--- src/rtl/fetch_prefetch_queue.sv ---
// Sequential instruction prefetcher: issues word fetches to a synchronous ROM and queues {instr, pc}.
// Latency: two cycles from reset release or redirect to the first instr_valid (issue, then push).
// Backpressure: instr_ready low fills the queue; fetch stalls once queued + in-flight reaches DEPTH.
// Optional build macro FETCH_PREFETCH_STATS_EN adds saturating stat_fetched / stat_flushed counters.
module fetch_prefetch_queue #(
  parameter int              XLEN         = 32,
  parameter int              ILEN         = 32,
  parameter int              DEPTH        = 4,
  parameter logic [XLEN-1:0] RESET_VECTOR = 32'h00010000
) (
  input  logic            clock,
  input  logic            reset,
  output logic [XLEN-1:0] mem_addr,
  input  logic [ILEN-1:0] mem_r_data,
  input  logic            redirect_valid,
  input  logic [XLEN-1:0] redirect_addr,
  output logic            instr_valid,
  input  logic            instr_ready,
  output logic [ILEN-1:0] instr_bits,
  output logic [XLEN-1:0] instr_pc
`ifdef FETCH_PREFETCH_STATS_EN
  ,
  output logic [31:0]     stat_fetched,
  output logic [31:0]     stat_flushed
`endif
);

  localparam int CW = $clog2(DEPTH + 1);
  localparam int PW = $clog2(DEPTH);
  localparam logic [CW:0]   DEPTH_W  = (CW + 1)'(DEPTH);
  localparam logic [PW-1:0] LAST_PTR = PW'(DEPTH - 1);

  logic [CW-1:0]   count;
  logic [PW-1:0]   rd_ptr;
  logic [PW-1:0]   wr_ptr;
  logic            inflight;
  logic [XLEN-1:0] inflight_pc;
  logic [XLEN-1:0] fetch_pc;

  logic [ILEN-1:0] q_bits [DEPTH];
  logic [XLEN-1:0] q_pc   [DEPTH];

  logic            pop;
  logic            push;
  logic            issue;
  // Entries that are queued or will land in the queue, after this cycle's pop.
  logic [CW:0]     occupancy;

  function automatic logic [PW-1:0] next_ptr(input logic [PW-1:0] p);
    return (p == LAST_PTR) ? '0 : p + PW'(1);
  endfunction

  assign instr_valid = (count != '0);
  assign instr_bits  = q_bits[rd_ptr];
  assign instr_pc    = q_pc[rd_ptr];
  assign mem_addr    = fetch_pc;

  // Handshake decode: a new fetch is only issued if its return is guaranteed a free slot.
  always_comb begin
    pop       = instr_valid & instr_ready;
    occupancy = {1'b0, count} + {{CW{1'b0}}, inflight} - {{CW{1'b0}}, pop};
    issue     = ~redirect_valid & (occupancy < DEPTH_W);
    push      = inflight & ~redirect_valid;
  end

  // Fetch sequencing and queue bookkeeping; redirect flushes everything and restarts fetch.
  always_ff @(posedge clock) begin
    if (!reset) begin
      fetch_pc    <= RESET_VECTOR;
      inflight    <= 1'b0;
      inflight_pc <= RESET_VECTOR;
      count       <= '0;
      rd_ptr      <= '0;
      wr_ptr      <= '0;
    end else if (redirect_valid) begin
      // Masking rather than slicing keeps the low address bits formally consumed.
      fetch_pc <= redirect_addr & ~XLEN'(3);
      inflight <= 1'b0;
      count    <= '0;
      rd_ptr   <= '0;
      wr_ptr   <= '0;
    end else begin
      inflight <= issue;
      if (issue) begin
        inflight_pc <= fetch_pc;
        fetch_pc    <= fetch_pc + XLEN'(4);
      end
      if (push) wr_ptr <= next_ptr(wr_ptr);
      if (pop)  rd_ptr <= next_ptr(rd_ptr);
      case ({push, pop})
        2'b10:   count <= count + CW'(1);
        2'b01:   count <= count - CW'(1);
        default: count <= count;
      endcase
    end
  end

  // Queue storage: ROM data returns one cycle after issue and is paired with its PC.
  always_ff @(posedge clock) begin
    if (reset && push) begin
      q_bits[wr_ptr] <= mem_r_data;
      q_pc[wr_ptr]   <= inflight_pc;
    end
  end

`ifdef FETCH_PREFETCH_STATS_EN
  logic [32:0] fetched_sum;
  logic [32:0] flushed_sum;

  // Saturating adders; a flush discards what is queued or in flight, minus a same-cycle pop.
  always_comb begin
    fetched_sum = {1'b0, stat_fetched} + 33'(push);
    flushed_sum = {1'b0, stat_flushed} + 33'(occupancy);
  end

  // Statistics counters, cleared by reset and clamped at all-ones.
  always_ff @(posedge clock) begin
    if (!reset) begin
      stat_fetched <= '0;
      stat_flushed <= '0;
    end else begin
      stat_fetched <= fetched_sum[32] ? 32'hFFFF_FFFF : fetched_sum[31:0];
      if (redirect_valid)
        stat_flushed <= flushed_sum[32] ? 32'hFFFF_FFFF : flushed_sum[31:0];
    end
  end
`endif

endmodule

--- config.mk ---
export PLATFORM = sky130hd
export DESIGN_NAME = fetch_prefetch_queue
export DESIGN_NICKNAME = d
export VERILOG_FILES = /design/src/rtl/fetch_prefetch_queue.sv
export SDC_FILE = /design/constraint.sdc
export NUM_CORES = 1
export LEC_CHECK = 0
export CAP_MARGIN = 0
export CELL_PAD_IN_SITES_DETAIL_PLACEMENT = 1
export CELL_PAD_IN_SITES_GLOBAL_PLACEMENT = 1
export CORE_MARGIN = 2
export CORE_UTILIZATION = 25
export CTS_CLUSTER_DIAMETER = 100
export DETAILED_ROUTE_END_ITERATION = 7
export GPL_TIMING_DRIVEN = 1
export PLACE_DENSITY = 0.56
export SYNTH_ARGS = -nofsm -noshare
export SYNTH_HDL_FRONTEND = slang
export SYNTH_SLANG_ARGS = --single-unit
--- constraint.sdc ---
create_clock -name clock -period 9.3 [get_ports clock]
set_input_delay 1.86 -clock clock [delete_from_list [all_inputs] [get_ports clock]]
set_output_delay 1.86 -clock clock [all_outputs]
set_load 0.01 [all_outputs]
==> results of run 1 <==
[path summary, 6_finish.rpt]
| path | cells after the start | to |
|---|---|---|
| setup / recovery | 3 | instr_pc[11] |
| hold / removal | 2 | flop |
| setup reg to reg | 11 | mem_addr[16]$_SDFFE_PN1P_ |
| hold reg to reg | 2 | flop |
[state kept, by name, indices dropped and copies added, names as in the netlist, named ones only]
name	cells
count	3
wr_ptr	2
rd_ptr	2
q_pc	120
q_bits	128
inflight	1
mem_addr	30
inflight_pc	30
[final cells by class]
cell class / instances / area [um^2]
Clock buffer: 45 / 987.2
Clock inverter: 24 / 271.5
Fill cell: 5019 / 32860
Inverter: 14 / 52.55
Multi-Input combinational cell: 350 / 3164
Sequential cell: 318 / 8856
Tap cell: 622 / 778.2
Timing Repair Buffer: 171 / 1679
[cell usage in the layout (no fill, tap or decap), drive strengths merged, types with 2 or more instances in the layout]
master	n
a21oi	36
and2	2
and3	8
and4	3
buf	13
bufinv	4
clkbuf	45
clkdlybuf4s50	158
clkinv	18
conb	4
dfxtp	70
edfxtp	248
ha	9
inv	15
mux2i	2
mux4	62
nand2	74
nand3	15
nand4	14
nor2	12
nor3	4
nor4b	2
o211ai	25
o21ai	32
o311ai	24
or3	4
or4	3
xor2	2
[worst reg2reg max path, stage by stage, from the launching register on]
cell	delay, ns
sky130_fd_sc_hd__dfxtp_1	0.38
sky130_fd_sc_hd__or3_1	0.44
sky130_fd_sc_hd__nand2_1	0.15
sky130_fd_sc_hd__inv_1	0.09
sky130_fd_sc_hd__nand2_1	0.07
sky130_fd_sc_hd__ha_1	0.25
sky130_fd_sc_hd__nor4b_4	0.08
sky130_fd_sc_hd__a32o_2	0.29
sky130_fd_sc_hd__nor3_4	0.75
sky130_fd_sc_hd__buf_4	0.55
sky130_fd_sc_hd__or4_1	0.20
sky130_fd_sc_hd__nand4_1	0.08
[stage by stage]
step	hold WS, ns	cell area, um^2	util, %	worst slack (ns)	total power [mW]
3_3_place_gp	0.4729	14530	29.87	4.191	1.737
4_1_cts	0.4896	15790	32.46	3.967	3.247
6_report	0.4863	15790	32.46	4.196	3.184
5_1_grt	0.5060	15790	32.46	3.867	3.313
2_1_floorplan	0.4538	12270	-	4.894	1.648
3_5_place_dp	0.4745	14530	29.87	4.160	1.740
[report_power, final]
part / switching [mW] / total (mW) / internal, mW
Combinational: 0.0669 / 0.135 / 0.0684
Clock: 0.597 / 1.48 / 0.880
Sequential: 0.0242 / 1.57 / 1.55
Total: 0.688 / 3.18 / 2.50
[synthesized netlist by cell type (all sizes together)]
master	n
edfxtp	248
nand2	74
dfxtp	70
mux4	62
a21oi	36
o21ai	32
o211ai	25
o311ai	24
buf	22
clkbuf	22
nand3	15
nand4	14
inv	13
nor2	12
ha	9
and3	8
nor3	4
or3	4
and4	3
or4	3
and2	2
mux2i	2
nor4b	2
xor2	2
a211o	1
a31oi	1
a32o	1
clkinv	1
conb	1
fa	1
nand2b	1
nand4b	1
nor4	1
o21a	1
o2bb2ai	1
o311a	1
o31a	1
o31ai	1
xnor2	1
[layer usage]
metal	wire, um	part of all wire (%)
met4	667	2.1
met5	0	0
met3	1669	5.2
met1	14600	45
met2	15320	47
[cells by family (layout without fill, tap and decap cells)]
kind of cell,Yosys count,after routing,synth area share (%)
other,1,4,0.03060
multiplexers,64,64,11.56
AO/OA/AOI/OAI,125,125,6.790
adder cells (fa/ha/maj),10,10,1.082
AND/OR/NAND/NOR,144,144,5.840
flip-flops,318,318,72.21
XOR/XNOR,3,3,0.2145
buffers and inverters,58,254,2.277
==> results.json, run 1 <==
{
  "run_status": "complete, no violations",
  "antenna_violations_before_repair": 0,
  "cts.repair_timing.setup_buffer_count": 0,
  "placement_rows": 81,
  "grt_setup_unrepaired": "false",
  "route.detailed.wl_per_inst_um": 20.89,
  "top_usage_layer": "met2",
  "grt_pass1_wl_um": 48850,
  "crit_slowest_cell": "sky130_fd_sc_hd__buf_4",
  "slew_headroom_pct": 26.71,
  "drt_first_iter_violations": 287,
  "floorplan_die_width_um": 225.4,
  "dp_cells": 1475,
  "min_from": "rd_ptr[1]$_SDFFE_PP0P_",
  "synth.ff_latch_count": 318,
  "placement.io_buffers": 158,
  "shortest_period_the_worst_path_allows_ns": 5.104,
  "detail_route.wirelength_um": 32260,
  "synthesis.area_per_instance_um2": 16.95,
  "cts_resized": 0,
  "synth_cell_types": 50,
  "synthesis.area_um2": 12250,
  "required_ns": 7.44,
  "holdCritPathClass": "reg2reg",
  "largest_net_degree_at_the_start_of_global_routing": 63,
  "cpPeakStageDelay_ns": 0.83,
  "areaGrowthSynthToFinish_pct": 28.84,
  "groute.layer.met3.usage_pct": 3.233,
  "worst_pin_slew_ns": 1.099,
  "start_kind": "flop",
  "cts-htree-levels": 2,
  "num_io_pins": 165,
  "fp.coreArea_um2": 48650,
  "timing_max_transition_violations_final": 0,
  "initial_utilization_pct": 25.19,
  "cts_num_sinks": 318,
  "fmax_ghz": 0.1959,
  "worst_path_arrival_ns": 3.24,
  "timing.max_cap.violations": 0,
  "p_leak_nw": 4.905,
  "cts-root-to-sink-buffers": 3,
  "cts-root-buf": "sky130_fd_sc_hd__clkbuf_16",
  "gr-usage-met2_pct": 21.40,
  "clk_pin_slew_ns": 0.06,
  "synthesis.yosys.warnings": 0,
  "drt_pre_antenna_iters": 6,
  "final_layout_size_suffix_gt1_share_pct": 16.16,
  "number_of_buffers_created_by_cts": 38,
  "critPathTopFamily": "buffers and inverters",
  "timing.rr.start": "count[2]$_SDFFE_PP0P_",
  "grt_pass1_vias": 7707,
  "route.antenna.remaining_nets": 0,
  "top_post_synthesis_cells_by_area": "sky130_fd_sc_hd__edfxtp_1 (61%), sky130_fd_sc_hd__dfxtp_1 (11%), sky130_fd_sc_hd__mux4_2 (11%)",
  "die_y_um": 225.4,
  "power.density_nw_per_um2": 201.7,
  "die_area_um2": 50800,
  "setup_tns_ns": 0,
  "end_kind": "output pin",
  "cp_cell_sequence": "buf_4 > mux4_2 > clkdlybuf4s50_1",
  "finalCritPeriodShare_pct": 54.88,
  "finalNetCount": 971,
  "gr-usage-met1_pct": 16.97,
  "setup-violations-final": 0,
  "route.vias.total": 7159,
  "clk-insertion-delay-late_ns": 0.56,
  "timing.critical_path.buf_inv": 2,
  "global_route.usage.total_pct": 12.99,
  "post-route-drc-count": 0,
  "hold_violations": 0,
  "detailed_place_hpwl_um": 19080,
  "worst-r2r-setup-slack_ns": 5.83,
  "synthCells": 723,
  "avgViaCountPerCell": 4.637,
  "globalplace.congestion": 0.6971,
  "globalRouteOverflowTotal": 0,
  "instances_no_fill": 1544,
  "skew_ns": 0.02484,
  "cts_tree": "done",
  "synth_top_cell_area_share_pct": 60.77,
  "timing.critical_path.fanout_max": 42,
  "synth_sequential_area_ratio_pct": 72.21,
  "antenna_cells": 0,
  "post_cts_hold_buffer_count": 0,
  "irDropWorstVdd_uv": 95.05,
  "worst-setup-path-type": "reg2out",
  "yosysTopAreaCell": "sky130_fd_sc_hd__edfxtp_1"
}
(Power assumes the default switching activity.)
==> run 2, diff against run 1 <==
Settings changed: PLACE_DENSITY 0.56 to 0.58.
Clock period 9.3 ns to 4.65 ns, I/O delays scaled along.
==> results.json, run 2 (synthesis results as in run 1) <==
{
  "timing.max_cap.violations": 0,
  "cp_cell_sequence": "buf_12 > mux4_2 > clkdlybuf4s50_1",
  "cts.repair_timing.setup_buffer_count": 0,
  "grt_pass1_wl_um": 48820,
  "antenna_violations_before_repair": 1,
  "die_y_um": 225.4,
  "skew_ns": 0.01734,
  "areaGrowthSynthToFinish_pct": 29.29,
  "worst-r2r-setup-slack_ns": 1.82,
  "clk_pin_slew_ns": 0.06,
  "drt_pre_antenna_iters": 4,
  "timing.critical_path.fanout_max": 27,
  "largest_register_ff_count": 128,
  "min_from": "rd_ptr[1]$_SDFFE_PP0P_",
  "required_ns": 3.72,
  "cpPeakStageDelay_ns": 0.78,
  "placement.io_buffers": 158,
  "timing.critical_path.to": "instr_pc[11]",
  "fmax_ghz": 0.2699,
  "hold_violations": 0,
  "route.vias.total": 7167,
  "initial_utilization_pct": 25.19,
  "holdCritPathClass": "reg2reg",
  "largest-register": "q_bits",
  "route.detailed.wl_per_inst_um": 20.65,
  "postLayoutCoreUtil_pct": 32.57,
  "setup_tns_ns": 0,
  "grt_pass1_vias": 7572,
  "timing.rr.start": "count[2]$_SDFFE_PP0P_",
  "timing_max_transition_violations_final": 0,
  "finalCritPeriodShare_pct": 79.69,
  "crit_slowest_cell": "sky130_fd_sc_hd__dfxtp_4",
  "largest_net_degree_at_the_start_of_global_routing": 56,
  "grt_setup_unrepaired": "false",
  "final_common_cell": "sky130_fd_sc_hd__edfxtp_1",
  "globalplace.congestion": 0.7201,
  "clk-insertion-delay-late_ns": 0.54,
  "run_status": "complete, no violations",
  "post-route-drc-count": 0,
  "globalRouteOverflowTotal": 0,
  "start_kind": "flop",
  "reg2regPathDepth": 11,
  "reg_top3": "q_bits (128), q_pc (120)",
  "p_leak_nw": 4.938,
  "global_route.usage.total_pct": 12.92,
  "detailed_place_hpwl_um": 20720,
  "power.density_nw_per_um2": 391.8,
  "finalNetCount": 982,
  "avgViaCountPerCell": 4.609,
  "route.antenna.remaining_nets": 0,
  "worst_path_arrival_ns": 2.78,
  "irDropWorstVdd_uv": 235.8,
  "worst-setup-path-type": "reg2out",
  "end_kind": "output pin",
  "drt_first_iter_violations": 369,
  "slew_headroom_pct": 35.09,
  "post-layout-total-power_mw": 6.208,
  "floorplan_die_width_um": 225.4,
  "die_area_um2": 50800,
  "final_layout_size_suffix_gt1_share_pct": 17.17,
  "detail_route.wirelength_um": 32120,
  "placement_rows": 81,
  "cts-root-buf": "sky130_fd_sc_hd__clkbuf_16",
  "cts_num_sinks": 318,
  "final_cell_mix": "sky130_fd_sc_hd__edfxtp_1 (248), sky130_fd_sc_hd__clkdlybuf4s50_1 (158), sky130_fd_sc_hd__nand2_1 (74)",
  "cts-root-to-sink-buffers": 3,
  "setup-violations-final": 0,
  "worst_pin_slew_ns": 0.9736,
  "final.fill_count": 5033,
  "cts-htree-levels": 2,
  "cts_resized": 0,
  "worstReg2RegEnd": "inflight_pc[25]$_SDFFE_PN0P_",
  "post_cts_hold_buffer_count": 0,
  "shortest_period_the_worst_path_allows_ns": 3.705,
  "num_io_pins": 165,
  "fp.coreArea_um2": 48650,
  "number_of_buffers_created_by_cts": 36,
  "cts_tree": "done"
}
-- run 2: how the worst min path moves through the flow --
stage	cells past startpoint	to	slack, ns
2_1_floorplan	0	q_pc[0][10]$_DFFE_PP_	0.45
3_3_place_gp	0	q_pc[2][3]$_DFFE_PP_	0.47
3_5_place_dp	2	flop	0.48
4_1_cts	2	flop	0.49
5_1_grt	2	flop	0.52
6_report	2	flop	0.49
-- run 2: where the power goes --
group	total, mW	switching [mW]	internal, mW	leakage (nW)
Clock	2.79	1.16	1.63	0.561
Combinational	0.275	0.134	0.141	1.53
Sequential	3.15	0.0511	3.09	2.84
Total	6.21	1.34	4.86	4.94
-- run 2: metal layers --
metal / vias to the layer above / track usage, % / wire [um]
met1: 3669 / 17.66 / 14800
met5: - / 0 / 0
met2: 191 / 20.44 / 14930
li1: 3255 / - / -
met4: 0 / 3.269 / 635
met3: 52 / 3.325 / 1751
-- run 2: final cells by class --
type	count	area (um^2)	share of cell area, %
Antenna cell	1	2.502	0.01579
Clock buffer	48	997.2	6.294
Clock inverter	18	153.9	0.9713
Inverter	14	52.55	0.3317
Multi-Input combinational cell	350	3164	19.97
Sequential cell	318	8856	55.90
Tap cell	622	778.2	4.912
Timing Repair Buffer	184	1839	11.61
-- run 2: through the flow --
stage	cell area (um^2)	setup slack (ns)	std cells	hold WS, ns
final	15840	0.9445	1555	0.4862
after detailed placement	14690	0.9682	1488	0.4801
after global placement	14690	1.036	1488	0.4729
after floorplan	12270	1.174	726	0.4538
after CTS	15840	0.8231	1554	0.4901
after global routing	15840	0.7639	1554	0.5187
-- run 2: worst max-delay path, delay by kind of cell, from the launching register on --
kind                   cells  cell delay [ns]
flip-flops                 1             0.78
buffers and inverters      2             0.84
multiplexers               1             0.59
==> run 3, diff against run 2 <==
Clock period 4.65 ns to 3 ns, I/O delays scaled along.
==> results.json, run 3 (synthesis results as in run 1) <==
{
  "detailed_place_hpwl_um": 21290,
  "holdCritPathClass": "reg2reg",
  "cts_num_sinks": 318,
  "crit_slowest_cell": "sky130_fd_sc_hd__mux4_2",
  "worst-r2r-setup-slack_ns": 0.27,
  "min_path_cells": 2,
  "instances_no_fill": 1588,
  "fmax_ghz": 0.3489,
  "route.vias.total": 7258,
  "clk-insertion-delay-late_ns": 0.53,
  "clk_pin_slew_ns": 0.07,
  "grt_pass1_wl_um": 49310,
  "cts-htree-levels": 2,
  "post-route-drc-count": 0,
  "cellInternalPower_mw": 7.797,
  "die_area_um2": 50800,
  "slew_headroom_pct": 60.20,
  "p_leak_nw": 5.247,
  "number_of_buffers_created_by_cts": 37,
  "drt_first_iter_violations": 372,
  "final_cell_mix": "sky130_fd_sc_hd__edfxtp_1 (248), sky130_fd_sc_hd__clkdlybuf4s50_1 (142), sky130_fd_sc_hd__nand2_1 (74)",
  "timing.critical_path.buf_inv": 4,
  "setup-violations-final": 0,
  "globalplace.congestion": 0.7449,
  "power.switching_fraction_pct": 20.82,
  "power.density_nw_per_um2": 601.2,
  "cts-root-to-sink-buffers": 3,
  "globalRouteOverflowTotal": 0,
  "placement_rows": 81,
  "worstSetupPathDepth": 5,
  "start_kind": "flop",
  "required_ns": 2.40,
  "areaGrowthSynthToFinish_pct": 33.66,
  "largest_net_degree_at_the_start_of_global_routing": 37,
  "critical-path-top-cell-by-count": "sky130_fd_sc_hd__buf_12",
  "placement.io_buffers": 158,
  "cts-root-buf": "sky130_fd_sc_hd__clkbuf_16",
  "reg2regPathDepth": 10,
  "whs_ns": 0.4983,
  "avgViaCountPerCell": 4.571,
  "detail_route.wirelength_um": 33060,
  "worst-setup-path-type": "reg2out",
  "power.share.combinational_pct": 4.6,
  "initial_utilization_pct": 25.19,
  "largest_register_ff_count": 128,
  "shortest_period_the_worst_path_allows_ns": 2.866,
  "dp_cells": 1509,
  "final_common_cell": "sky130_fd_sc_hd__edfxtp_1",
  "finalNetCount": 1017,
  "grt_setup_unrepaired": "false",
  "drt_pre_antenna_iters": 6,
  "power_switching_mw": 2.050,
  "route.detailed.wl_per_inst_um": 20.82,
  "worst_pin_slew_ns": 0.5970,
  "antenna_cells": 0,
  "skew_ns": 0.01299,
  "fp.coreArea_um2": 48650,
  "p_clk_share_pct": 45.9,
  "run_status": "complete, no violations",
  "cpPeakStageDelay_ns": 0.50,
  "worstReg2RegEnd": "mem_addr[8]$_SDFFE_PN0P_",
  "cts_tree": "done",
  "final_layout_size_suffix_gt1_share_pct": 19.88,
  "grt_pass1_vias": 7800,
  "timing.critical_path.fanout_max": 10,
  "route.antenna.remaining_nets": 0,
  "worst_path_arrival_ns": 2.27,
  "irDropWorstVdd_uv": 356.4,
  "timing_max_transition_violations_final": 0,
  "antenna_violations_before_repair": 0,
  "critPathTopFamily": "buffers and inverters",
  "finalCritPeriodShare_pct": 95.53,
  "largest-register": "q_bits",
  "timing.max_cap.violations": 0,
  "hold_violations": 0,
  "global_route.usage.total_pct": 13.06,
  "end_kind": "output pin",
  "timing.critical_path.to": "instr_bits[12]",
  "power.sequential.fraction_pct": 49.5,
  "reg_top3": "q_bits (128), q_pc (120)",
  "die_y_um": 225.4,
  "cp_cell_sequence": "buf_12 > buf_12 > buf_12 > mux4_2 > clkdlybuf4s50_1",
  "num_io_pins": 165,
  "floorplan_die_width_um": 225.4,
  "timing.rr.start": "count[2]$_SDFFE_PP0P_"
}
## run 3: cell count changes in the layout (fill, tap and decap cells not counted), moves of 2 or more
cell                              delta
sky130_fd_sc_hd__clkbuf_16           +5
sky130_fd_sc_hd__dlygate4sd2_1      +10
sky130_fd_sc_hd__dlymetal6s2s_1      +6
sky130_fd_sc_hd__clkbuf_1            +2
sky130_fd_sc_hd__buf_12             +12
sky130_fd_sc_hd__buf_4              +18
sky130_fd_sc_hd__inv_6               -2
sky130_fd_sc_hd__clkdlybuf4s50_1    -16
sky130_fd_sc_hd__clkinv_2            -2
## run 3: area by class of cell
class                   instances  area [um^2]
fillers                      5000        32270
flip-flops and latches        318         8856
multi-input cells             350         3163
repair buffers                218         2306
clock buffers                  53         1080
well taps                     622        778.2
clock inverters                13        143.9
inverters                      14        52.55
## run 3: timing repair
action / CTS / global route
resized for setup: 11 / 7
endpoints found under the hold margin: 0 / 0
cloned: 0 / 2
hold buffers: 0 / 0
setup endpoints to repair: 40 / 33
buffers inserted: 5 / 6
## run 3: how the worst min path moves through the flow
| stage | startpoint | to |
|---|---|---|
| 2_1_floorplan | inflight_pc[10]$_SDFFE_PN0P_ | q_pc[0][10]$_DFFE_PP_ |
| 3_3_place_gp | inflight_pc[30]$_SDFFE_PN0P_ | q_pc[2][30]$_DFFE_PP_ |
| 3_5_place_dp | rd_ptr[1]$_SDFFE_PP0P_ | flop |
| 4_1_cts | rd_ptr[1]$_SDFFE_PP0P_ | flop |
| 5_1_grt | rd_ptr[1]$_SDFFE_PP0P_ | flop |
| 6_report | rd_ptr[1]$_SDFFE_PP0P_ | flop |
## run 3: worst reg2reg max path, delay by kind of cell (launching register included)
family	cells	cell delay (ns)
compound gates	3	0.98
fa+ha+maj	1	0.25
simple gates	4	0.73
flops	1	0.31
buf+inv	2	0.33
## run 3: metrics by stage
step	setup WS (ns)	power (mW)	utilization, %	TNS [ns]	area [um^2]
after floorplan	0.5359	5.109	-	0	12270
after global placement	-0.07970	5.411	30.75	-0.8299	14960
after detailed placement	-0.1077	5.422	30.75	-1.376	14960
after CTS	-0.008300	9.997	33.36	-0.008300	16230
after global routing	0.02657	10.21	33.67	0	16380
final	0.1340	9.848	33.67	0	16380
## run 3: power groups by stage
stage	sequential, mW	clock (mW)	combinational (mW)
3_3_place_gp	4.96	0	0.451
5_1_grt	4.88	4.84	0.493
4_1_cts	4.87	4.67	0.459
6_report	4.87	4.52	0.453
3_5_place_dp	4.97	0	0.457
2_1_floorplan	4.95	0	0.162
## run 3: metal layers
metal	global-route usage, %	wire length, um	vias up
met4	3.546	573	0
met3	3.664	1673	36
met2	21.05	15640	169
met1	17.25	15180	3730
met5	0	0	-
li1	-	-	3323
